File: config.mk
export PLATFORM = sky130hd
export DESIGN_NAME = config_chain_sequencer_flat
export DESIGN_NICKNAME = d
export VERILOG_FILES = /design/src/rtl/config_chain_sequencer_if.sv /design/src/rtl/config_chain_sequencer.sv /design/src/flat_wrapper.sv
export SDC_FILE = /design/constraint.sdc
export NUM_CORES = 1
export LEC_CHECK = 0
export CAP_MARGIN = 20
export CORE_MARGIN = 2
export CORE_UTILIZATION = 35
export DETAILED_ROUTE_END_ITERATION = 8
export GPL_TIMING_DRIVEN = 0
export PLACE_DENSITY = 0.64
export SYNTH_ARGS = -nofsm -noshare
export SYNTH_HDL_FRONTEND = slang
export SYNTH_SLANG_ARGS = --single-unit
File: constraint.sdc
create_clock -name CLK -period 3.4 [get_ports CLK]
set_clock_uncertainty 0.05 [all_clocks]
set_input_delay 0.85 -clock CLK [delete_from_list [all_inputs] [get_ports CLK]]
set_output_delay 0.85 -clock CLK [all_outputs]
set_load 0.1 [all_outputs]
File: src/rtl/config_chain_sequencer_if.sv
`default_nettype none
// ----------------------------------------------------------------------------
// config_chain_sequencer_if : host word interface (valid/ready, status, readback)
// Rev 1.0
// ----------------------------------------------------------------------------
interface config_chain_sequencer_if #(
   parameter int CHAIN_LEN = 4
);
   logic                 cfg_valid;
   logic                 cfg_ready;
   logic [CHAIN_LEN-1:0] cfg_data;
   logic                 busy;
   logic                 done;
   logic [CHAIN_LEN-1:0] rd_data;

   modport master (
      output cfg_valid, cfg_data,
      input  cfg_ready, busy, done, rd_data
   );

   modport slave (
      input  cfg_valid, cfg_data,
      output cfg_ready, busy, done, rd_data
   );
endinterface
`default_nettype wire

File: src/rtl/config_chain_sequencer.sv
`default_nettype none
// ----------------------------------------------------------------------------
// config_chain_sequencer : shifts one word into a tile latch chain with
// non-overlapping CLK/MODE strobes and captures CONFout after each pulse.
// Rev 1.0
// ----------------------------------------------------------------------------
module config_chain_sequencer #(
   parameter int CHAIN_LEN = 4,
   parameter int SETUP_CYC = 1,
   parameter int PULSE_CYC = 1,
   parameter int HOLD_CYC  = 1
) (
   input  wire logic               CLK,
   input  wire logic               resetn,
   config_chain_sequencer_if.slave host,
   output logic                    CONF_D,
   output logic                    CONF_CLK,
   output logic                    CONF_MODE,
   input  wire logic               CONF_Q
);

   localparam int MAX_SP  = (SETUP_CYC > PULSE_CYC) ? SETUP_CYC : PULSE_CYC;
   localparam int MAX_CYC = (MAX_SP > HOLD_CYC) ? MAX_SP : HOLD_CYC;
   localparam int CNT_W   = $clog2(MAX_CYC) + 1;
   localparam int K_W     = $clog2(CHAIN_LEN);

   localparam logic [CNT_W-1:0] SETUP_LAST = CNT_W'(SETUP_CYC - 1);
   localparam logic [CNT_W-1:0] PULSE_LAST = CNT_W'(PULSE_CYC - 1);
   localparam logic [CNT_W-1:0] HOLD_LAST  = CNT_W'(HOLD_CYC - 1);
   localparam logic [K_W-1:0]   K_LAST     = K_W'(CHAIN_LEN - 1);

   if ((CHAIN_LEN < 2) || ((CHAIN_LEN % 2) != 0)) begin : g_bad_chain_len
      $error("CHAIN_LEN must be even and at least 2");
   end
   if ((SETUP_CYC < 1) || (PULSE_CYC < 1) || (HOLD_CYC < 1)) begin : g_bad_timing
      $error("SETUP_CYC, PULSE_CYC and HOLD_CYC must be at least 1");
   end

   typedef enum logic [2:0] {
      S_IDLE  = 3'd0,
      S_SETUP = 3'd1,
      S_PULSE = 3'd2,
      S_HOLD  = 3'd3,
      S_DONE  = 3'd4
   } state_t;

   state_t               r_state;
   logic [CNT_W-1:0]     r_cnt;
   logic [K_W-1:0]       r_k;
   logic [CHAIN_LEN-1:0] r_shift;
   logic [CHAIN_LEN-1:0] r_rd;
   logic                 r_ready;
   logic                 r_busy;
   logic                 r_done;

   assign host.cfg_ready = r_ready;
   assign host.busy      = r_busy;
   assign host.done      = r_done;
   assign host.rd_data   = r_rd;

   // r_shift holds the bits still to be sent; the bit currently on CONF_D is already out of it.
   always_ff @(posedge CLK or negedge resetn) begin
      if (!resetn) begin
         r_state   <= S_IDLE;
         r_cnt     <= '0;
         r_k       <= '0;
         r_shift   <= '0;
         r_rd      <= '0;
         r_ready   <= 1'b0;
         r_busy    <= 1'b0;
         r_done    <= 1'b0;
         CONF_D    <= 1'b0;
         CONF_CLK  <= 1'b0;
         CONF_MODE <= 1'b0;
      end else begin
         r_done <= 1'b0;
         case (r_state)
            S_IDLE: begin
               if (r_ready && host.cfg_valid) begin
                  r_state <= S_SETUP;
                  r_shift <= {host.cfg_data[CHAIN_LEN-2:0], 1'b0};
                  CONF_D  <= host.cfg_data[CHAIN_LEN-1];
                  r_rd    <= '0;
                  r_k     <= '0;
                  r_cnt   <= '0;
                  r_ready <= 1'b0;
                  r_busy  <= 1'b1;
               end else begin
                  r_ready <= 1'b1;
               end
            end
            S_SETUP: begin
               if (r_cnt == SETUP_LAST) begin
                  r_state   <= S_PULSE;
                  r_cnt     <= '0;
                  CONF_CLK  <= ~r_k[0];
                  CONF_MODE <= r_k[0];
               end else begin
                  r_cnt <= r_cnt + 1'b1;
               end
            end
            S_PULSE: begin
               if (r_cnt == PULSE_LAST) begin
                  r_state   <= S_HOLD;
                  r_cnt     <= '0;
                  CONF_CLK  <= 1'b0;
                  CONF_MODE <= 1'b0;
               end else begin
                  r_cnt <= r_cnt + 1'b1;
               end
            end
            S_HOLD: begin
               if (r_cnt == HOLD_LAST) begin
                  r_cnt   <= '0;
                  r_rd    <= {r_rd[CHAIN_LEN-2:0], CONF_Q};
                  r_shift <= {r_shift[CHAIN_LEN-2:0], 1'b0};
                  if (r_k == K_LAST) begin
                     r_state <= S_DONE;
                     r_k     <= '0;
                     r_done  <= 1'b1;
                     r_busy  <= 1'b0;
                     CONF_D  <= 1'b0;
                  end else begin
                     r_state <= S_SETUP;
                     r_k     <= r_k + 1'b1;
                     CONF_D  <= r_shift[CHAIN_LEN-1];
                  end
               end else begin
                  r_cnt <= r_cnt + 1'b1;
               end
            end
            S_DONE: begin
               r_state <= S_IDLE;
               r_ready <= 1'b1;
            end
            default: begin
               r_state <= S_IDLE;
            end
         endcase
      end
   end

endmodule
`default_nettype wire

File: src/flat_wrapper.sv
// flat-port wrapper written by rule: the top's interface ports become plain ports
module config_chain_sequencer_flat 
#(
   parameter int CHAIN_LEN = 4,
   parameter int SETUP_CYC = 1,
   parameter int PULSE_CYC = 1,
   parameter int HOLD_CYC  = 1
)
  (CLK, resetn, CONF_D, CONF_CLK, CONF_MODE, CONF_Q, host_cfg_valid, host_cfg_data, host_cfg_ready, host_busy, host_done, host_rd_data);
  config_chain_sequencer_if #(.CHAIN_LEN(CHAIN_LEN)) host_i ();
  input  wire logic CLK;
  input  wire logic resetn;
  output logic CONF_D;
  output logic CONF_CLK;
  output logic CONF_MODE;
  input  wire logic CONF_Q;
  input wire logic [$bits(host_i.cfg_valid)-1:0] host_cfg_valid;
  input wire logic [$bits(host_i.cfg_data)-1:0] host_cfg_data;
  output wire logic [$bits(host_i.cfg_ready)-1:0] host_cfg_ready;
  output wire logic [$bits(host_i.busy)-1:0] host_busy;
  output wire logic [$bits(host_i.done)-1:0] host_done;
  output wire logic [$bits(host_i.rd_data)-1:0] host_rd_data;
  assign host_i.cfg_valid = host_cfg_valid;
  assign host_i.cfg_data = host_cfg_data;
  assign host_cfg_ready = host_i.cfg_ready;
  assign host_busy = host_i.busy;
  assign host_done = host_i.done;
  assign host_rd_data = host_i.rd_data;
  config_chain_sequencer #(.CHAIN_LEN(CHAIN_LEN), .SETUP_CYC(SETUP_CYC), .PULSE_CYC(PULSE_CYC), .HOLD_CYC(HOLD_CYC)) u_core (.CLK(CLK), .resetn(resetn), .host(host_i), .CONF_D(CONF_D), .CONF_CLK(CONF_CLK), .CONF_MODE(CONF_MODE), .CONF_Q(CONF_Q));
endmodule
==> impl_metrics.toml, run 1 <==
[logic_synthesis]
synth_area_leader_cell = "dfrtp_1"
synth_edf_count = 0
synth_seq_area_share_pct = 57.97
synth_nets = 74
synth_mux_area_share_pct = 0
synth_cells = 65
synth_top_family_by_area = "compound AO/OA/AOI/OAI gates"
synth.distinct_cells = 24
ys.flop_type = "dfrtp_1"
synth_commonest_cells = "dfrtp_1 (18), a22o_1 (7), nor2_1 (6)"
synth.most_common_cell = "dfrtp_1"
synth_xor_area_share_pct = 1.127
ys_warn_count = 0
synth_area_um2 = 777.0
yosys.area_share.simple_pct = 10.31
synthTopCellsByArea = "dfrtp_1 (58%), a22o_1 (7.9%), o2bb2ai_1 (3.4%)"
synth_compound_area_share_pct = 23.19
async_flop_share_pct = 100.0
synthAdderAreaFrac_pct = 1.610
synth_area_per_cell_um2 = 11.95
synth_top_area_share_pct = 57.97
ys_ff_latch = 18

[sta]
period_share_pct = 81.08
final.setup.tns_ps = 0
max_freq_mhz = 362.8
max_slew_margin_pct = 35.26
slew_violations = 0
tightest_slew_ps = 968.0
period_minus_slack_ps = 2757
setup_viol = 0
rsz0062_at_grt = "no"
finalHoldViolCount = 0

[worst_setup_path]
crit_type = "reg -> out"
max_stage_delay_ps = 1160
r2r_start = "u_core.r_state[0]"
cp_num_buf_inv = 1
crit_path_top_delay_cell = "clkdlybuf4s50_1"
crit_fanout = 4
crit_path_end_kind = "primary output"
crit_family = "buffers and inverters"
startpoint = "u_core.host.cfg_ready"
worst_ep_required_time_ps = 2500
startpoint_type = "register"
critPathArrivalTime_ps = 1860
path_cells = "clkdlybuf4s50_1"
r2r_slack_ps = 1970

[global_route]
overflow = 0
grt_start_max_net_pins = 19
grt_antenna_before_repair = 0
grtUsageTotal_pct = 12.30
grt_pass1_wl_um = 2401
first_global_vias = 544

[detailed_routing]
first_iter_violations = 8
drc_errors = 0
wl_um = 1447
dr.pass1.iters = 4
vias = 566
wire_per_inst_um = 12.69
detail-route-antenna-nets = 0
viasPerCell = 4.965

[final_layout]
final_area_um2 = 1018
seq_area_um2 = 450.4
fin_nets = 96
fin_util_pct = 47.41
fillers = 215
area_delta_synth_final_pct = 31.08
drive_gt1_share_pct = 11.63
diodes = 0
multi_input_area_um2 = 281.5
stdcell_count = 114

[flow_run]
drv_cap = 0

[clocking]
clockBufferDepth = 2
ctsHoldBuffers = 0
path_clk_slew_ps = 100
cts_resized = 0
tritoncts = "done"
cts_buffers = 3
cts_root_buffer = "clkbuf_4"
post_cts_buffers = 0
htree_levels = 1
clock_latency_ps = 290
cts_sinks = 18

[placement]
place_area_um2 = 982.2
gp_congestion = 0.7233
port_buffers = 17
dp.cells = 110
hpwl_um = 1014

[run_status]
status = "completed"

[die]
ios = 18
die_w_um = 51.12
dieArea_um2 = 2613
rows = 17
coreArea_um2 = 2148
initial_utilization_pct = 36.17
die_h_um = 51.12

[hold_path]
hp-start = "u_core.host.busy"
hold_class = "reg -> reg"
## per-layer routing
metal | global-route usage, % | vias up | wire length, um
li1 | - | 271 | -
met1 | 16.29 | 281 | 702
met2 | 18.40 | 12 | 660
met3 | 5.556 | 2 | 72
met4 | 2.703 | 0 | 11
met5 | 0 | - | 0
## cell families after synthesis
group           after synthesis
compound gates               22
xor+xnor                      1
fa+ha+maj                     1
buf+inv                       9
flops                        18
simple gates                 14
## sequential cells by signal, summed over array words and instances (netlist names)
register               flops
u_core.r_shift             3
u_core.host.done           1
u_core.CONF_D              1
u_core.host.busy           1
u_core.host.rd_data        4
u_core.r_k                 2
u_core.r_state             3
u_core.host.cfg_ready      1
u_core.CONF_CLK            1
u_core.CONF_MODE           1
## final timing paths
kind | cells after the start | end
worst max-delay path | 1 | host_cfg_ready
worst min-delay path | 1 | u_core.host.busy
worst max register to register | 4 | u_core.r_k[0]
worst min register to register | 1 | u_core.host.busy
max in group asynchronous | 1 | u_core.host.rd_data[1]
min in group asynchronous | 1 | u_core.CONF_CLK
## per-stage QoR
stage               hold WS [ps]  setup WS [ps]
floorplan                  406.5           1573
global placement           415.7          989.1
detailed placement         419.5          973.8
CTS                        447.5          632.3
global route               465.9          600.7
finish                     442.8          643.4
## cells in the final DEF, fill, tap and decap left out, types with 2 or more instances in the layout
cell             netlist  routed
o21ai_0                4       4
a22o_1                 7       7
clkbuf_4               0       3
nand2_1                3       3
dfrtp_1               18      18
o2bb2ai_1              3       3
clkbuf_2               2       2
inv_1                  4       4
clkdlybuf4s50_1        0      17
a32oi_1                2       2
nor2_1                 6       6
a22oi_1                2       2
## cell type report
| type | count | share of cell area [%] |
|---|---|---|
| clock buffer | 4 | 3.563 |
| sequential | 18 | 44.23 |
| multi-input combinational | 38 | 27.64 |
| inverter | 4 | 1.474 |
| tap | 28 | 3.440 |
| buffer | 5 | 2.948 |
| timing repair buffer | 17 | 16.71 |
Power of run 1 is not shown: default switching activity piles up to over one toggle a cycle in this logic, so the estimate is an artifact.
==> run 2: changes to the inputs <==
- PLACE_DENSITY: 0.64 -> 0.67
- clock period: 3.4 -> 2.4 ns (I/O delays scaled with it)
==> impl_metrics.toml, run 2 (same netlist as run 1, synthesis figures left out) <==
[run_status]
status = "completed"

[worst_setup_path]
max_stage_delay_ps = 870
crit_family = "buffers and inverters"
startpoint_type = "register"
path_cells = "dlygate4sd2_1"
cp_num_buf_inv = 1
crit_path_top_delay_cell = "dlygate4sd2_1"
crit_path_end_kind = "primary output"
crit_fanout = 4
crit_type = "reg -> out"
worst_ep_required_time_ps = 1750
critPathArrivalTime_ps = 1570

[detailed_routing]
vias = 576
detail-route-antenna-nets = 0
wl_um = 1469
first_iter_violations = 11
viasPerCell = 5.053
wire_per_inst_um = 12.89
drc_errors = 0
dr.pass1.iters = 4

[die]
die_h_um = 51.12
dieArea_um2 = 2613
rows = 17
ios = 18
coreArea_um2 = 2148
die_w_um = 51.12
initial_utilization_pct = 36.17

[sta]
hold_ws_ps = 438.4
final.setup.tns_ps = 0
tightest_slew_ps = 956.1
max_slew_margin_pct = 36.51
period_share_pct = 92.49
rsz0062_at_grt = "no"
period_minus_slack_ps = 2220
max_freq_mhz = 450.5
setup_viol = 0
finalHoldViolCount = 0
slew_violations = 0

[clocking]
cts_root_buffer = "clkbuf_4"
clock_latency_ps = 290
cts_sinks = 18
path_clk_slew_ps = 100
clockBufferDepth = 2
tritoncts = "done"
ctsHoldBuffers = 0
htree_levels = 1
cts_buffers = 3

[flow_run]
drv_cap = 0

[final_layout]
fin_nets = 96
fillers = 203
area_delta_synth_final_pct = 29.47
drive_gt1_share_pct = 11.63
multi_input_area_um2 = 281.5
mostFrequentLayoutCells = "dfrtp_1 (18), dlygate4sd2_1 (10), a22o_1 (7), clkdlybuf4s50_1 (7), nor2_1 (6)"
stdcell_count = 114
layout_commonest_cell = "dfrtp_1"
diodes = 0
seq_area_um2 = 450.4
largest_register_ff_count = 4

[placement]
port_buffers = 17
dp.cells = 110
hpwl_um = 1014
gp_congestion = 0.7364

[global_route]
grt_start_max_net_pins = 19
overflow = 0
grt_pass1_wl_um = 2497
first_global_vias = 582
grt_antenna_before_repair = 0
grtUsageTotal_pct = 13.07

[hold_path]
hold_class = "reg -> reg"
==> run 2: area by class of cell <==
class	count	area share (%)
sequential	18	44.78
multi-input combinational	38	27.99
timing repair buffer	17	15.67
clock buffer	4	3.607
tap	28	3.483
buffer	5	2.985
inverter	4	1.493
==> run 2: per-stage QoR <==
stage	area (um^2)	setup slack, ps	utilization, %
floorplan	777.0	591.0	-
global placement	982.2	222.7	45.72
detailed placement	982.2	211.9	45.72
CTS	1006	157.8	46.83
global route	1006	110.5	46.83
finish	1006	180.3	46.83
==> run 2: repair_timing <==
item	4_1_cts	5_1_grt
resized for setup	10	0
endpoints found under the setup margin	10	0
hold endpoints to repair	0	0
setup buffers	0	0
==> run 2: final timing paths <==
path	startpoint	endpoint	slack, ps	cells past startpoint
max	u_core.host.cfg_ready	host_cfg_ready	180	1
min	u_core.host.busy	u_core.host.busy	440	1
max reg2reg	u_core.r_state[1]	u_core.r_k[0]	970	4
min reg2reg	u_core.host.busy	u_core.host.busy	440	1
max in group asynchronous	resetn	u_core.host.rd_data[1]	1090	1
min in group asynchronous	resetn	u_core.r_shift[3]	710	1
==> run 2: routing by layer <==
| layer | routed length [um] | vias to the layer above | share of wire (%) | global-route usage [%] |
|---|---|---|---|---|
| li1 | - | 276 | - | - |
| met1 | 661 | 283 | 45 | 15.07 |
| met2 | 703 | 15 | 48 | 21.65 |
| met3 | 92 | 2 | 6.3 | 5.556 |
| met4 | 12 | 0 | 0.82 | 4.505 |
| met5 | 0 | - | 0 | 0 |
Power of run 2 is left out for the same reason.
==> run 3: changes to the inputs <==
- RECOVER_POWER: default -> 100
==> impl_metrics.toml, run 3 (same netlist as run 1, synthesis figures left out) <==
[run_status]
status = "completed"

[worst_setup_path]
crit_type = "reg -> out"
cp_num_buf_inv = 1
startpoint_type = "register"
r2r_start = "u_core.r_state[1]"
crit_path_end_kind = "primary output"
path_cells = "clkbuf_1"
worst_ep_required_time_ps = 1750
critPathArrivalTime_ps = 1570
max_stage_delay_ps = 880
crit_path_top_delay_cell = "clkbuf_1"
r2r_slack_ps = 520
r2r_cells = 4
crit_fanout = 4
r2r-end = "u_core.r_k[0]"
crit_family = "buffers and inverters"

[final_layout]
mostFrequentLayoutCells = "dfrtp_1 (18), clkbuf_1 (14), a22o_1 (7)"
final_area_um2 = 937.1
stdcell_count = 114
fin_nets = 96
diodes = 0
largest_register_ff_count = 4
area_delta_synth_final_pct = 20.61
drive_gt1_share_pct = 5.814
layout_commonest_cell = "dfrtp_1"

[sta]
final.setup.tns_ps = 0
finalHoldViolCount = 0
rsz0062_at_grt = "no"
max_slew_margin_pct = 22.00
period_share_pct = 92.64
setup_viol = 0
max_freq_mhz = 449.8
tightest_slew_ps = 1175
slew_violations = 0
period_minus_slack_ps = 2223
worst_slack_ps = 176.7

[global_route]
overflow = 0
grt_pass1_wl_um = 2497
grt_antenna_before_repair = 0
grtUsageTotal_pct = 13.07
first_global_vias = 582
grt_start_max_net_pins = 19

[die]
die_w_um = 51.12
coreArea_um2 = 2148
initial_utilization_pct = 36.17
dieArea_um2 = 2613
ios = 18
rows = 17
die_h_um = 51.12

[hold_path]
hold_end = "u_core.host.busy"
hold_depth = 1
hold_class = "reg -> reg"
hp-start = "u_core.host.busy"

[clocking]
clockBufferDepth = 2
cts_root_buffer = "clkbuf_4"
cts_buffers = 3
clock_latency_ps = 290
ctsHoldBuffers = 0
cts_sinks = 18
htree_levels = 1
post_cts_buffers = 0
cts_resized = 10
path_clk_slew_ps = 100
tritoncts = "done"

[detailed_routing]
viasPerCell = 5.132
detail-route-antenna-nets = 0
drc_errors = 0
wl_um = 1489
wire_per_inst_um = 13.06
vias = 585
dr.pass1.iters = 4
first_iter_violations = 18

[placement]
hpwl_um = 1014
dp.cells = 110
port_buffers = 17
dpl_worst_slack_ps = 211.9
gp_congestion = 0.7364
place_area_um2 = 982.2

[flow_run]
drv_cap = 0
==> run 3: layout make-up <==
type	count	area, um^2
inverters	4	15.01
fillers	211	1211
plain buffers	5	26.28
clock buffers	4	36.28
well taps	28	35.03
multi-input cells	38	266.5
repair buffers	17	107.6
flip-flops and latches	18	450.4
==> run 3: routing by layer <==
metal / GRT usage, % / vias up / part of all wire (%)
met5: 0 / - / 0
met4: 4.505 / 0 / 0.81
met3: 5.556 / 2 / 6.8
met2: 21.65 / 15 / 46
met1: 15.07 / 290 / 46
li1: - / 278 / -
==> run 3: how the worst max path moves through the flow <==
stage                     cells past startpoint              to                   from  slack [ps]
after detailed placement                      1  host_cfg_ready  u_core.host.cfg_ready         210
after global routing                          1  host_cfg_ready  u_core.host.cfg_ready         110
final                                         1  host_cfg_ready  u_core.host.cfg_ready         180
after floorplan                               3   u_core.r_k[0]  u_core.host.cfg_ready         590
after CTS                                     1  host_cfg_ready  u_core.host.cfg_ready         160
after global placement                        1  host_cfg_ready  u_core.host.cfg_ready         220
==> run 3: through the flow <==
stage	utilization [%]	hold slack, ps
floorplan	-	254.4
CTS	46.83	446.7
global placement	45.72	419.4
detailed placement	45.72	417.0
global route	43.62	487.2
finish	43.62	439.9
Power of run 3 is left out for the same reason.
